===== src/rtl/timer_pkg.sv =====
// Shared types, constants and key encoder for the microwave timer display path.
package timer_pkg;

    localparam int unsigned KEY_W        = 10;
    localparam int unsigned DIGIT_W      = 4;
    localparam int unsigned BCD_MAX_ONES = 9;
    localparam int unsigned BCD_MAX_TENS = 5;

    typedef enum logic [1:0] {
        IDLE  = 2'd0,
        RUN   = 2'd1,
        PAUSE = 2'd2,
        DONE  = 2'd3
    } state_t;

    typedef struct packed {
        logic               valid;
        logic [DIGIT_W-1:0] digit;
    } key_code_t;

    // Encode a one-hot keypad vector to BCD; valid only when exactly one key is set.
    function automatic key_code_t onehot_to_bcd(input logic [KEY_W-1:0] keys);
        key_code_t   res;
        int unsigned hits;
        res  = '0;
        hits = 0;
        for (int unsigned i = 0; i < KEY_W; i++) begin
            if (keys[i]) begin
                hits++;
                res.digit = DIGIT_W'(i);
            end
        end
        res.valid = (hits == 1);
        return res;
    endfunction

endpackage


===== src/rtl/timer_counter_if.sv =====
// Control inputs and BCD display outputs between the oven controller and the timer.
interface timer_counter_if;
    import timer_pkg::*;

    logic [KEY_W-1:0]   keypad;
    logic               start;
    logic               stop_clear;
    logic               door_closed;
    logic               tick_1hz;
    logic [DIGIT_W-1:0] sec_ones;
    logic [DIGIT_W-1:0] sec_tens;
    logic [DIGIT_W-1:0] min;
    logic               running;
    logic               done;

    modport master (
        output keypad, start, stop_clear, door_closed, tick_1hz,
        input  sec_ones, sec_tens, min, running, done
    );

    modport slave (
        input  keypad, start, stop_clear, door_closed, tick_1hz,
        output sec_ones, sec_tens, min, running, done
    );

endinterface


===== src/rtl/bcd_down_digit.sv =====
// One BCD down-counting digit with parallel load; wraps to max_val and borrows at 0.
module bcd_down_digit
    import timer_pkg::*;
(
    input  logic               clk,
    input  logic               reset,
    input  logic               load,
    input  logic [DIGIT_W-1:0] load_val,
    input  logic               dec_en,
    input  logic [DIGIT_W-1:0] max_val,
    output logic [DIGIT_W-1:0] value,
    output logic               borrow_out
);

    logic [DIGIT_W-1:0] r_value;

    assign value      = r_value;
    assign borrow_out = dec_en && (r_value == '0);

    // Load has priority over decrement; decrement from 0 wraps to max_val.
    always_ff @(posedge clk or posedge reset) begin
        if (reset) begin
            r_value <= '0;
        end else if (load) begin
            r_value <= load_val;
        end else if (dec_en) begin
            r_value <= (r_value == '0) ? max_val : r_value - DIGIT_W'(1);
        end
    end

endmodule


===== src/rtl/timer_counter.sv =====
// M:SS microwave timer: keypad digit entry, 1 Hz countdown, done pulse at 0:00.
// Optional macro PRESCALE_EN: derive the 1 Hz tick internally from CLK_HZ.
module timer_counter #(
    parameter int unsigned CLK_HZ  = 50000000,
    parameter int unsigned MAX_MIN = 9
) (
    input  logic            clk,
    input  logic            reset,
    timer_counter_if.slave  bus
);
    import timer_pkg::*;

    state_t             r_state;
    logic [KEY_W-1:0]   r_keypad;
    logic               r_running;
    logic               r_done;

    key_code_t          w_key;
    logic               w_edit;
    logic               w_press;
    logic               w_key_ok;
    logic               w_clear;
    logic               w_load;
    logic               w_tick;
    logic               w_time_zero;
    logic               w_time_last;
    logic               w_dec;
    logic               w_borrow_ones;
    logic               w_borrow_tens;
    logic               w_unused_borrow_min;
    logic [DIGIT_W-1:0] w_ones_ld;
    logic [DIGIT_W-1:0] w_tens_ld;
    logic [DIGIT_W-1:0] w_min_ld;

    assign bus.running = r_running;
    assign bus.done    = r_done;

    // Key press = rising edge of "any key"; only a clean one-hot press is accepted.
    assign w_key    = onehot_to_bcd(bus.keypad);
    assign w_edit   = (r_state == IDLE) || (r_state == PAUSE);
    assign w_press  = (bus.keypad != '0) && (r_keypad == '0);
    assign w_key_ok = w_edit && w_press && w_key.valid;
    assign w_clear  = w_edit && bus.stop_clear;
    assign w_load   = w_clear || w_key_ok;

    // Shift-in values: each digit takes its right neighbour, saturated to its range.
    assign w_ones_ld = w_clear ? '0 : w_key.digit;
    assign w_tens_ld = w_clear ? '0 :
                       (bus.sec_ones > DIGIT_W'(BCD_MAX_TENS)) ? DIGIT_W'(BCD_MAX_TENS) : bus.sec_ones;
    assign w_min_ld  = w_clear ? '0 :
                       (bus.sec_tens > DIGIT_W'(MAX_MIN)) ? DIGIT_W'(MAX_MIN) : bus.sec_tens;

    assign w_time_zero = (bus.min == '0) && (bus.sec_tens == '0) && (bus.sec_ones == '0);
    assign w_time_last = (bus.min == '0) && (bus.sec_tens == '0) && (bus.sec_ones == DIGIT_W'(1));

    // Pause conditions (stop_clear, door open) suppress the tick in the same cycle.
    assign w_dec = (r_state == RUN) && bus.door_closed && !bus.stop_clear && w_tick && !w_time_zero;

`ifdef PRESCALE_EN
    localparam int unsigned CNT_W = (CLK_HZ > 1) ? $clog2(CLK_HZ) : 1;

    logic [CNT_W-1:0] r_presc;
    logic             w_unused_tick_1hz;

    assign w_unused_tick_1hz = bus.tick_1hz;
    assign w_tick            = (r_presc == CNT_W'(CLK_HZ - 1));

    // Held at 0 outside RUN so every (re)start waits a full second for the first tick.
    always_ff @(posedge clk or posedge reset) begin
        if (reset) begin
            r_presc <= '0;
        end else if ((r_state != RUN) || w_tick) begin
            r_presc <= '0;
        end else begin
            r_presc <= r_presc + CNT_W'(1);
        end
    end
`else
    logic [31:0] w_unused_clk_hz;

    assign w_unused_clk_hz = 32'(CLK_HZ);
    assign w_tick          = bus.tick_1hz;
`endif

    // Seconds-ones digit; its borrow drives the tens digit.
    bcd_down_digit u_sec_ones (
        .clk        (clk),
        .reset      (reset),
        .load       (w_load),
        .load_val   (w_ones_ld),
        .dec_en     (w_dec),
        .max_val    (DIGIT_W'(BCD_MAX_ONES)),
        .value      (bus.sec_ones),
        .borrow_out (w_borrow_ones)
    );

    // Seconds-tens digit; its borrow drives the minutes digit.
    bcd_down_digit u_sec_tens (
        .clk        (clk),
        .reset      (reset),
        .load       (w_load),
        .load_val   (w_tens_ld),
        .dec_en     (w_borrow_ones),
        .max_val    (DIGIT_W'(BCD_MAX_TENS)),
        .value      (bus.sec_tens),
        .borrow_out (w_borrow_tens)
    );

    // Minutes digit; never borrows because decrement is blocked at 0:00.
    bcd_down_digit u_min (
        .clk        (clk),
        .reset      (reset),
        .load       (w_load),
        .load_val   (w_min_ld),
        .dec_en     (w_borrow_tens),
        .max_val    (DIGIT_W'(MAX_MIN)),
        .value      (bus.min),
        .borrow_out (w_unused_borrow_min)
    );

    // Control FSM with registered running/done and keypad history.
    always_ff @(posedge clk or posedge reset) begin
        if (reset) begin
            r_state   <= IDLE;
            r_keypad  <= '0;
            r_running <= 1'b0;
            r_done    <= 1'b0;
        end else begin
            r_keypad <= bus.keypad;
            r_done   <= 1'b0;
            case (r_state)
                IDLE: begin
                    if (!bus.stop_clear && bus.start && bus.door_closed && !w_time_zero) begin
                        r_state   <= RUN;
                        r_running <= 1'b1;
                    end
                end
                RUN: begin
                    if (bus.stop_clear || !bus.door_closed) begin
                        r_state   <= PAUSE;
                        r_running <= 1'b0;
                    end else if (w_dec && w_time_last) begin
                        r_state   <= DONE;
                        r_running <= 1'b0;
                        r_done    <= 1'b1;
                    end
                end
                PAUSE: begin
                    if (bus.stop_clear) begin
                        r_state <= IDLE;
                    end else if (bus.start && bus.door_closed) begin
                        r_state   <= RUN;
                        r_running <= 1'b1;
                    end
                end
                DONE: begin
                    r_state   <= IDLE;
                    r_running <= 1'b0;
                end
                default: begin
                    r_state   <= IDLE;
                    r_running <= 1'b0;
                end
            endcase
        end
    end

endmodule


===== src/flat_wrapper.sv =====
// flat-port wrapper written by rule: the top's interface ports become plain ports
module timer_counter_flat import timer_pkg::*;
#(
    parameter int unsigned CLK_HZ  = 50000000,
    parameter int unsigned MAX_MIN = 9
)
  (clk, reset, bus_keypad, bus_start, bus_stop_clear, bus_door_closed, bus_tick_1hz, bus_sec_ones, bus_sec_tens, bus_min, bus_running, bus_done);
  timer_counter_if bus_i ();
  input  logic clk;
  input  logic reset;
  input wire logic [$bits(bus_i.keypad)-1:0] bus_keypad;
  input wire logic [$bits(bus_i.start)-1:0] bus_start;
  input wire logic [$bits(bus_i.stop_clear)-1:0] bus_stop_clear;
  input wire logic [$bits(bus_i.door_closed)-1:0] bus_door_closed;
  input wire logic [$bits(bus_i.tick_1hz)-1:0] bus_tick_1hz;
  output wire logic [$bits(bus_i.sec_ones)-1:0] bus_sec_ones;
  output wire logic [$bits(bus_i.sec_tens)-1:0] bus_sec_tens;
  output wire logic [$bits(bus_i.min)-1:0] bus_min;
  output wire logic [$bits(bus_i.running)-1:0] bus_running;
  output wire logic [$bits(bus_i.done)-1:0] bus_done;
  assign bus_i.keypad = bus_keypad;
  assign bus_i.start = bus_start;
  assign bus_i.stop_clear = bus_stop_clear;
  assign bus_i.door_closed = bus_door_closed;
  assign bus_i.tick_1hz = bus_tick_1hz;
  assign bus_sec_ones = bus_i.sec_ones;
  assign bus_sec_tens = bus_i.sec_tens;
  assign bus_min = bus_i.min;
  assign bus_running = bus_i.running;
  assign bus_done = bus_i.done;
  timer_counter #(.CLK_HZ(CLK_HZ), .MAX_MIN(MAX_MIN)) u_core (.clk(clk), .reset(reset), .bus(bus_i));
endmodule

===== config.mk =====
export PLATFORM = sky130hd
export DESIGN_NAME = timer_counter_flat
export DESIGN_NICKNAME = d
export VERILOG_FILES = /design/src/rtl/timer_pkg.sv /design/src/rtl/timer_counter_if.sv /design/src/rtl/bcd_down_digit.sv /design/src/rtl/timer_counter.sv /design/src/flat_wrapper.sv
export SDC_FILE = /design/constraint.sdc
export NUM_CORES = 1
export LEC_CHECK = 0
export BUFFER_PORTS_ARGS = -buffer_cell sky130_fd_sc_hd__buf_2
export CAP_MARGIN = 10
export CORE_MARGIN = 4
export CORE_UTILIZATION = 60
export CTS_CLUSTER_DIAMETER = 200
export DETAILED_ROUTE_END_ITERATION = 12
export GPL_TIMING_DRIVEN = 0
export PLACE_DENSITY = 0.83
export SLEW_MARGIN = 10
export SYNTH_ARGS = -nofsm -noshare
export SYNTH_HDL_FRONTEND = slang
export SYNTH_SLANG_ARGS = --single-unit

===== constraint.sdc =====
create_clock -name clk -period 5.9 [get_ports clk]
set_clock_uncertainty 0.1 [all_clocks]
set_input_delay 1.18 -clock clk [delete_from_list [all_inputs] [get_ports clk]]
set_output_delay 1.18 -clock clk [all_outputs]
set_load 0.05 [all_outputs]

[After elaboration in Yosys (flattened, before gate mapping)]
Index checks and enable logic that the tools add are counted.
Word-level totals
  register bits: 26
  input bits: 16
  output and inout port bits: 14
  word-level logic and storage cells: 114
Cells by class
  eq/ne operators: 10
  add/sub/neg operators: 12
  multiplexer cells: 48
  magnitude comparators: 2
  reduce and logical (&&, ||, !) cells: 35
Operator list (number)
  2-to-1 mux 32 bit: 9
  adder 32 x 1 -> 32 bit (second input constant): 8
  2-to-1 mux 4 bit: 16
  == test 32 x 1 -> 1 bit (second input constant): 1
  logical AND 1 bit: 18
  2-to-1 mux 2 bit: 7
  logical NOT 4 bit: 3
  2-to-1 mux 3 bit: 4
  subtractor 4 x 1 -> 4 bit (second input constant): 3
  logical NOT 10 bit: 1
  2-to-1 mux 1 bit: 10
  nonzero test 10 bit: 1
  one-hot mux 2 bit (4 select lines): 1
  inequality test 2 bit (second input constant): 3
  inequality test 3 bit (second input constant): 2
  nonzero test 2 bit: 3
  == test 2 bit (second input constant): 2
  == test 4 x 1 -> 1 bit (second input constant): 1
  greater-than comparator 4 x 3 -> 1 bit (second input constant): 1
  greater-than comparator 4 bit (second input constant): 1
  one-hot mux 1 bit (4 select lines): 1
  AND reduction 4 bit: 1
  logical NOT 1 bit: 3
  logical OR 1 bit: 3
  4 further kinds: 4

[Longest topological paths before layout]
Gate-level depths: netlist (run 1).
  word-level depth: 23
  gate-level depth with buffers: 31
  depth with buffers taken out: 30

[Hierarchy]
Synthesis (run 1) repeated with hierarchy kept, for this count alone.
Unflattened totals
  cell total of the unflattened synthesis: 270
  area total of the unflattened synthesis: 2366.0 µm²
Modules (own cells, without submodules)
  timer_counter: instances 1, cells each 174, area an instance 1450.1 µm²
  bcd_down_digit: instances 3, cells each 32, area an instance 305.3 µm²

[Worst setup path after synthesis (run 1)]
OpenSTA, ideal clock, no wires.
  path type: input -> register
  start: input port bus_keypad[0]
  end: register u_core.u_sec_ones.r_value[1] (netlist: u_core.u_sec_ones.value[1])
  arrival time: 7023 ps
  required time: 5672 ps
  path slack: -1351 ps
  cell stages on the path: 29
  buffers on the path: 0
  path through: inv_1 > ha_1 > xnor2_2 > inv_2 > ha_1 > a21o_1 > ha_1 > inv_1 > a2bb2oi_1 > ha_1 > nand2_1 > o31ai_1 > or2_2 > ha_1 > nand2b_1 > o31ai_1 > inv_1 > ha_1 > nand2_1 > o21ai_0 > ha_1 > nor2b_1 > nor2_1 > ha_1 > or3b_2 > or3_1 > a221o_1 > a211o_1 > mux2_1
Between the ends
  cells in the longest elaborated chain, start to end: 23
Ends and longest elaborated chain
  start, declared: line flat_wrapper.sv:11  | input wire logic [$bits(bus_i.keypad)-1:0] bus_keypad;
  2-to-1 mux 1 bit: line timer_pkg.sv:28  | if (keys[i]) begin
  adder 1 x 1 -> 2 bit: line timer_pkg.sv:29  | hits++;
  2-to-1 mux 32 bit: line timer_pkg.sv:28
  adder 32 x 1 -> 32 bit: line timer_pkg.sv:29
  2-to-1 mux 32 bit: line timer_pkg.sv:28
  adder 32 x 1 -> 32 bit: line timer_pkg.sv:29
  2-to-1 mux 32 bit: line timer_pkg.sv:28
  adder 32 x 1 -> 32 bit: line timer_pkg.sv:29
  [7 not listed]
  adder 32 x 1 -> 32 bit: line timer_pkg.sv:29
  2-to-1 mux 32 bit: line timer_pkg.sv:28
  adder 32 x 1 -> 32 bit: line timer_pkg.sv:29
  2-to-1 mux 32 bit: line timer_pkg.sv:28
  == test 32 x 1 -> 1 bit: line timer_pkg.sv:33  | res.valid = (hits == 1);
  logical AND 1 bit *: line timer_counter.sv:42  | assign w_key_ok = w_edit && w_press && w_key.valid;
  logical OR 1 bit *: line timer_counter.sv:44  | assign w_load = w_clear || w_key_ok;
  2-to-1 mux 4 bit or nonzero test 2 bit (tied branches)
  end signal, assigned: line bcd_down_digit.sv:25  | r_value <= load_val;
  end signal, assigned: line bcd_down_digit.sv:27  | r_value <= (r_value == '0) ? max_val : r_value - DIGIT_W'(1);
  end, declared: line bcd_down_digit.sv:15  | logic [DIGIT_W-1:0] r_value;
Mark *: on every way between the ends. The rest lies on a longest branch, timed or not.
A chain may end at the register's enable or synchronous reset.

[Final worst setup path (run 1)]
  start: input port bus_keypad[1]
  end: register u_core.u_sec_ones.r_value[2] (netlist: u_core.u_sec_ones.value[2])
Between the ends
  cells in the longest elaborated chain, start to end: 21
Ends and longest elaborated chain (line)
  2-to-1 mux 32 bit: timer_pkg.sv:28
  adder 32 x 1 -> 32 bit: timer_pkg.sv:29
  2-to-1 mux 32 bit: timer_pkg.sv:28
  adder 32 x 1 -> 32 bit: timer_pkg.sv:29
  2-to-1 mux 32 bit: timer_pkg.sv:28
  adder 32 x 1 -> 32 bit: timer_pkg.sv:29
  2-to-1 mux 32 bit: timer_pkg.sv:28
  adder 32 x 1 -> 32 bit: timer_pkg.sv:29
  [5 not listed]
  adder 32 x 1 -> 32 bit: timer_pkg.sv:29
  2-to-1 mux 32 bit: timer_pkg.sv:28
  adder 32 x 1 -> 32 bit: timer_pkg.sv:29
  2-to-1 mux 32 bit: timer_pkg.sv:28
  == test 32 x 1 -> 1 bit: timer_pkg.sv:33
  logical AND 1 bit *: timer_counter.sv:42
  logical OR 1 bit *: timer_counter.sv:44
  2-to-1 mux 4 bit or nonzero test 2 bit (tied branches)
Marked as above.

==> results of run 1 <==
## placed cells by master, fill, tap and decap left out, types with 3 or more instances in the layout
cell | synthesis | final
mux2i_1 | 11 | 11
nand2_1 | 27 | 25
nand3b_1 | 3 | 3
ha_1 | 9 | 3
nand3_1 | 15 | 15
nor4_1 | 8 | 8
inv_1 | 13 | 8
a21o_1 | 4 | 4
dfrtp_1 | 26 | 26
nor2b_1 | 10 | 9
nand2b_1 | 5 | 4
ha_4 | 0 | 6
o21ai_0 | 17 | 16
buf_4 | 0 | 29
and2_1 | 4 | 3
or3_1 | 4 | 4
xor2_1 | 6 | 6
clkbuf_4 | 0 | 3
nor3_1 | 5 | 5
a31oi_1 | 4 | 4
a21oi_1 | 8 | 8
inv_2 | 1 | 4
xnor2_1 | 15 | 15
buf_2 | 5 | 30
nand4_1 | 4 | 4
nor2_1 | 15 | 12
clkbuf_1 | 6 | 6
## path summary, 6_finish.rpt
path / end / from / slack (ns) / cells past startpoint
min in group asynchronous: u_core.u_sec_ones.value[1]$_DFFE_PP0P_ / reset / 0.94 / 2
min: u_core.bus.running$_DFFE_PP0P_ / u_core.bus.running$_DFFE_PP0P_ / 0.40 / 2
min reg2reg: u_core.bus.running$_DFFE_PP0P_ / u_core.bus.running$_DFFE_PP0P_ / 0.40 / 2
max reg2reg: u_core.u_sec_ones.value[2]$_DFFE_PP0P_ / u_core.r_keypad[0]$_DFF_PP0_ / 3.13 / 7
max in group asynchronous: u_core.bus.done$_DFF_PP0_ / reset / 4.20 / 2
max: u_core.u_sec_ones.value[2]$_DFFE_PP0P_ / bus_keypad[1] / -0.61 / 29
## report_power, final
part | internal [µW] | switching, µW | leakage (µW) | total (µW)
combinational | 223 | 218 | 0.00101 | 440
clock | 68.7 | 50.5 | 0.0000279 | 119
sequential | 183 | 1.51 | 0.000340 | 184
total | 474 | 270 | 0.00138 | 744
## routing by layer
metal,share of wire,up-vias,GRT usage
met3,0.039,24,0.0148
met1,0.40,1039,0.324
li1,-,1035,-
met5,0,-,0
met2,0.52,74,0.493
met4,0.036,0,0.136
## sequential cells by signal, summed over array words and instances (netlist names)
signal,cells
u_core.bus.done,1
u_core.bus.running,1
u_core.u_sec_ones.value,4
u_core.u_sec_tens.value,4
u_core.u_min.value,4
u_core.r_keypad,10
u_core.r_state,2
## timing repair
| action | CTS | global route |
|---|---|---|
| endpoints found under the setup margin | 12 | 12 |
| pin swaps | 17 | 8 |
| buffers inserted | 23 | 5 |
| resized for setup | 13 | 10 |
| hold endpoints to repair | 0 | 0 |
| cloned | 1 | 0 |
## cells by family after synthesis
kind of cell / after synthesis / share of synthesized area
AND/OR/NAND/NOR: 105 / 0.251
adder cells (fa/ha/maj): 9 / 0.0524
multiplexers: 13 / 0.0618
AO/OA/AOI/OAI: 51 / 0.154
flip-flops: 26 / 0.303
buffers and inverters: 26 / 0.0519
XOR/XNOR: 25 / 0.125
## worst min-delay path, cell delays in order (launching register included)
cell	delay, ns
dfrtp_1	0.36
nand2_1	0.05
o21ai_0	0.06
## layout make-up
cell class / count / area, µm²
buffer: 11 / 56.3
clock inverter: 1 / 30.0
clock buffer: 3 / 22.5
fill: 192 / 536
sequential: 26 / 651
tap: 46 / 57.6
inverter: 14 / 67.6
timing repair buffer: 58 / 392
multi-input combinational: 203 / 1580
## per-stage QoR
step | utilization | setup slack (ns) | power [µW] | cells
2_1_floorplan | - | -0.861 | 439 | 255
3_3_place_gp | 0.736 | -1.39 | 484 | 330
3_5_place_dp | 0.736 | -1.42 | 492 | 330
4_1_cts | 0.818 | -0.547 | 672 | 358
5_1_grt | 0.842 | -0.774 | 791 | 362
6_report | 0.842 | -0.610 | 744 | 362
==> impl_metrics.env, run 1 <==
export IMPL_setup_violations_final=12
export IMPL_synthDistinctLibCells=46
export IMPL_gp_routability_congestion=0.829
export IMPL_ant_nets=0
export IMPL_via_count=2172
export IMPL_synthDominantAreaCellType="dfrtp_1"
export IMPL_hold_ws_ns=0.399
export IMPL_crit_buf_inv=4
export IMPL_globalRoute_totalOverflow=0
export IMPL_cts_root_to_sink_buffers=2
export IMPL_max_slew_worst_pin_slew_ns=0.926
export IMPL_yosys_cell_count_top_type="nand2_1"
export IMPL_initial_antenna_violation_count=0
export IMPL_dp_hpwl_mm=3.70
export IMPL_hp_class="flop to flop"
export IMPL_core_area_um2=3390
export IMPL_postCtsHoldBufs=0
export IMPL_failed_checks="negative setup slack"
export IMPL_worst_skew_pair_late_latency_ns=0.32
export IMPL_path_delay_family="simple AND/OR/NAND/NOR gates"
export IMPL_vias_per_cell=6.00
export IMPL_start_kind="primary input"
export IMPL_relSlewSlack=0.382
export IMPL_grt_pass1_wl_mm=9.59
export IMPL_power_density_nw_per_um2=261
export IMPL_max_freq_mhz=154
export IMPL_antenna_cells=0
export IMPL_fin_crit_sh=1.10
export IMPL_final_max_slew_violation_count=0
export IMPL_finalNetCount=342
export IMPL_critPathMaxFanout=4
export IMPL_timing_critical_path_to_type="flop"
export IMPL_worst_setup_path_type="primary input to flop"
export IMPL_synth_largest_type_area_fraction=0.303
export IMPL_share_of_flip_flops_with_an_asynchronous_set_or_reset_after_synthesis=1.00
export IMPL_crit_path_frequent_cell="ha_4"
export IMPL_die_area_um2=4600
export IMPL_rows=21
export IMPL_final_cell_area_um2=2850
export IMPL_synth_area_top_cells="dfrtp_1, xnor2_1, ha_1"
export IMPL_warnings_synthesis=0
export IMPL_synth_seq_area_share=0.303
export IMPL_clock_sinks=26
export IMPL_run_status="complete, but fails checks"
export IMPL_synth_commonest_cells="nand2_1, dfrtp_1, o21ai_0"
export IMPL_power_static_leakage_uw=0.00138
export IMPL_die_height_um=67.8
export IMPL_cell_chosen_for_the_clock_root="clkbuf_4"
export IMPL_vdd_ir_drop_worst_mv=0.218
export IMPL_syn2layout_area_growth_pct=32.9
export IMPL_syn_area_per_cell_um2=8.42
export IMPL_finalWorstPathRequiredPeriod_ns=6.51
export IMPL_initial_utilization=0.633
export IMPL_ctsHtreeMaxLevel=1
export IMPL_synth_edf_count=0
export IMPL_grt_pass1_vias=2081
export IMPL_rsz0062_at_grt="yes"
export IMPL_timing_max_cap_violations=0
export IMPL_synth_ff_latch_count=26
export IMPL_synthesis_instances=255
export IMPL_placement_cell_area_um2=2490
export IMPL_postSynthNetCount=280
export IMPL_grt_start_max_net_pins=27
export IMPL_cts_clk_slew_worst_paths_ns=0.13
export IMPL_starting_drt_drc_count=165
export IMPL_wire_per_inst_um=16.0
export IMPL_critPathSlowestCell="nor3_1"
export IMPL_die_x_um=67.8
export IMPL_finalHoldViolations=0
export IMPL_post_route_worst_setup_slack_ns=-0.610
export IMPL_synth_flop_cell="dfrtp_1"
export IMPL_drt_drc_violations_left=0
export IMPL_numCtsBuffers=3
export IMPL_cts_tree="yes"
export IMPL_groute_usage_overall=0.272
export IMPL_finalSetupTns_ns=-7.00
export IMPL_netlist_area_um2=2150
export IMPL_timing_critical_path_slowest_cell_delay_ns=0.41
export IMPL_routed_wl_mm=5.80
export IMPL_drtPass1Iterations=4
export IMPL_buffer_ports_inserted=29
export IMPL_drive_gt1_frac=0.313
export IMPL_crit_required_ns=6.02
export IMPL_floorplan_io_pins=30
export IMPL_crit_arrival_ns=6.63
Note: power is estimated with default switching activity, not from simulation.
==> run 2, diff against run 1 <==
--- a/config.mk
+++ b/config.mk
@@ -6,14 +6,15 @@
 export NUM_CORES = 1
 export LEC_CHECK = 0
 export BUFFER_PORTS_ARGS = -buffer_cell sky130_fd_sc_hd__buf_2
-export CAP_MARGIN = 10
+export CAP_MARGIN = 30
 export CORE_MARGIN = 4
 export CORE_UTILIZATION = 60
 export CTS_CLUSTER_DIAMETER = 200
 export DETAILED_ROUTE_END_ITERATION = 12
 export GPL_TIMING_DRIVEN = 0
-export PLACE_DENSITY = 0.83
+export PLACE_DENSITY = 0.82
 export SLEW_MARGIN = 10
 export SYNTH_ARGS = -nofsm -noshare
 export SYNTH_HDL_FRONTEND = slang
+export SYNTH_HIERARCHICAL = 1
 export SYNTH_SLANG_ARGS = --single-unit
==> impl_metrics.env, run 2 <==
export IMPL_run_status="complete, but fails checks"
export IMPL_failed_checks="negative setup slack"
export IMPL_max_freq_mhz=149
export IMPL_warnings_synthesis=6
export IMPL_finalSetupTns_ns=-8.79
export IMPL_postCtsHoldBufs=0
export IMPL_met1_length_mm=3.10
export IMPL_routed_wl_mm=9.58
export IMPL_grt_start_max_net_pins=16
export IMPL_via_count=2847
export IMPL_crit_path_frequent_cell="ha_4"
export IMPL_drive_gt1_frac=0.436
export IMPL_syn2layout_area_growth_pct=45.1
export IMPL_core_area_um2=3720
export IMPL_vdd_ir_drop_worst_mv=0.250
export IMPL_antenna_cells=0
export IMPL_worst_setup_path_type="primary input to flop"
export IMPL_relSlewSlack=0.533
export IMPL_setup_violations_final=12
export IMPL_layout_commonest_cell="buf_4"
export IMPL_drt_drc_violations_left=0
export IMPL_rows=22
export IMPL_cts_root_to_sink_buffers=2
export IMPL_n_fill_cell=133
export IMPL_finalWorstPathRequiredPeriod_ns=6.71
export IMPL_final_cell_count_no_fill=406
export IMPL_timing_critical_path_to_type="flop"
export IMPL_dp_hpwl_mm=3.89
export IMPL_drtPass1Iterations=8
export IMPL_worst_skew_pair_late_latency_ns=0.27
export IMPL_starting_drt_drc_count=449
export IMPL_groute_usage_overall=0.297
export IMPL_clock_sinks=26
export IMPL_finalHoldViolations=0
export IMPL_crit_arrival_ns=6.79
export IMPL_grt_pass1_vias=2382
export IMPL_grt_pass1_wl_mm=11.9
export IMPL_die_x_um=70.7
export IMPL_largest_register_ffs=10
export IMPL_hold_ws_ns=0.444
export IMPL_rsz0062_at_grt="yes"
export IMPL_post_route_worst_setup_slack_ns=-0.815
export IMPL_synthesis_instances=269
export IMPL_numCtsBuffers=3
export IMPL_critPathSlowestCell="a221o_1"
export IMPL_final_max_slew_violation_count=0
export IMPL_initial_antenna_violation_count=0
export IMPL_buffer_ports_inserted=29
export IMPL_ant_nets=0
export IMPL_die_height_um=70.7
export IMPL_wl_met3_mm=1.03
export IMPL_max_slew_worst_pin_slew_ns=0.701
export IMPL_netlist_area_um2=2360
export IMPL_timing_max_cap_violations=0
export IMPL_max_layer_used="met4"
export IMPL_cts_tree="yes"
export IMPL_dp_cells=357
export IMPL_crit_required_ns=5.98
export IMPL_cell_chosen_for_the_clock_root="clkbuf_8"
export IMPL_finalNetCount=387
export IMPL_initial_utilization=0.635
export IMPL_die_area_um2=5000
export IMPL_vias_per_cell=7.01
export IMPL_hp_class="flop to flop"
export IMPL_critPathMaxFanout=9
export IMPL_max_flop_register="u_core/r_keypad"
export IMPL_power_density_nw_per_um2=282
export IMPL_start_kind="primary input"
export IMPL_cts_clk_slew_worst_paths_ns=0.10
export IMPL_most_common_layout_cells="buf_4, buf_2, dfrtp_1"
export IMPL_power_static_leakage_uw=0.00154
export IMPL_ctsHtreeMaxLevel=1
export IMPL_fin_crit_sh=1.14
export IMPL_met2_length_mm=4.53
export IMPL_syn_area_per_cell_um2=8.77
export IMPL_timing_critical_path_slowest_cell_delay_ns=0.36
export IMPL_worst_setup_slack_post_dpl_ns=-1.24
export IMPL_floorplan_io_pins=30
export IMPL_globalRoute_totalOverflow=0
export IMPL_gp_routability_congestion=0.843
export IMPL_wire_per_inst_um=23.6
==> run 2: per-stage QoR <==
stage | utilization | power [µW] | area (µm²)
global placement | 0.733 | 562 | 2720
CTS | 0.863 | 811 | 3210
floorplan | - | 507 | 2520
detailed placement | 0.733 | 572 | 2720
global route | 0.921 | 1000 | 3420
finish | 0.921 | 964 | 3420
==> run 2: final timing paths <==
check / from / end / slack, ns / depth (start not counted)
min in group asynchronous: reset / u_core/u_sec_ones/value[1]$_DFFE_PP0P_ / 0.72 / 2
max in group asynchronous: reset / u_core/bus.done$_DFF_PP0_ / 4.46 / 2
worst min register to register: u_core/bus.running$_DFFE_PP0P_ / u_core/bus.running$_DFFE_PP0P_ / 0.44 / 2
worst max register to register: u_core/u_sec_tens/value[3]$_DFFE_PP0P_ / u_core/u_min/value[2]$_DFFE_PP0P_ / 2.78 / 8
worst max-delay path: bus_keypad[2] / u_core/u_sec_ones/value[3]$_DFFE_PP0P_ / -0.81 / 32
worst min-delay path: u_core/bus.running$_DFFE_PP0P_ / u_core/bus.running$_DFFE_PP0P_ / 0.44 / 2
==> run 2: final cells by class <==
class,instances,area [µm²],area share
buffer,10,53.8,0.0157
clock buffer,3,41.3,0.0121
clock inverter,1,30.0,0.00878
inverter,26,118,0.0344
multi-input combinational,218,1930,0.565
sequential,26,651,0.190
tap,48,60.1,0.0176
timing repair buffer,74,534,0.156
==> run 2: repair_timing <==
action	in CTS	in global routing
buffers inserted	39	10
pin swaps	16	22
resized for setup	28	29
setup endpoints to repair	12	12
==> run 2: power breakdown <==
group	leakage (µW)	switching, µW	internal [µW]
registers	0.000323	19.3	189
clock network	0.0000357	58.8	90.7
logic	0.00119	317	289
total	0.00154	395	569
==> run 2: critical path: cells and delay by family <==
kind                       cells  cell delay, ns
adders and majority gates      7            1.69
AOI/OAI and AO/OA              8            1.47
and+or+nand+nor                9            1.05
muxes                          3            0.71
buffers and inverters          4            0.59
xor gates and xnor gates       1            0.08
==> run 2: metal layers <==
metal / GRT usage / up-vias
li1: - / 1126
met5: 0 / -
met2: 0.513 / 297
met3: 0.0284 / 103
met1: 0.380 / 1321
met4: 0.123 / 0
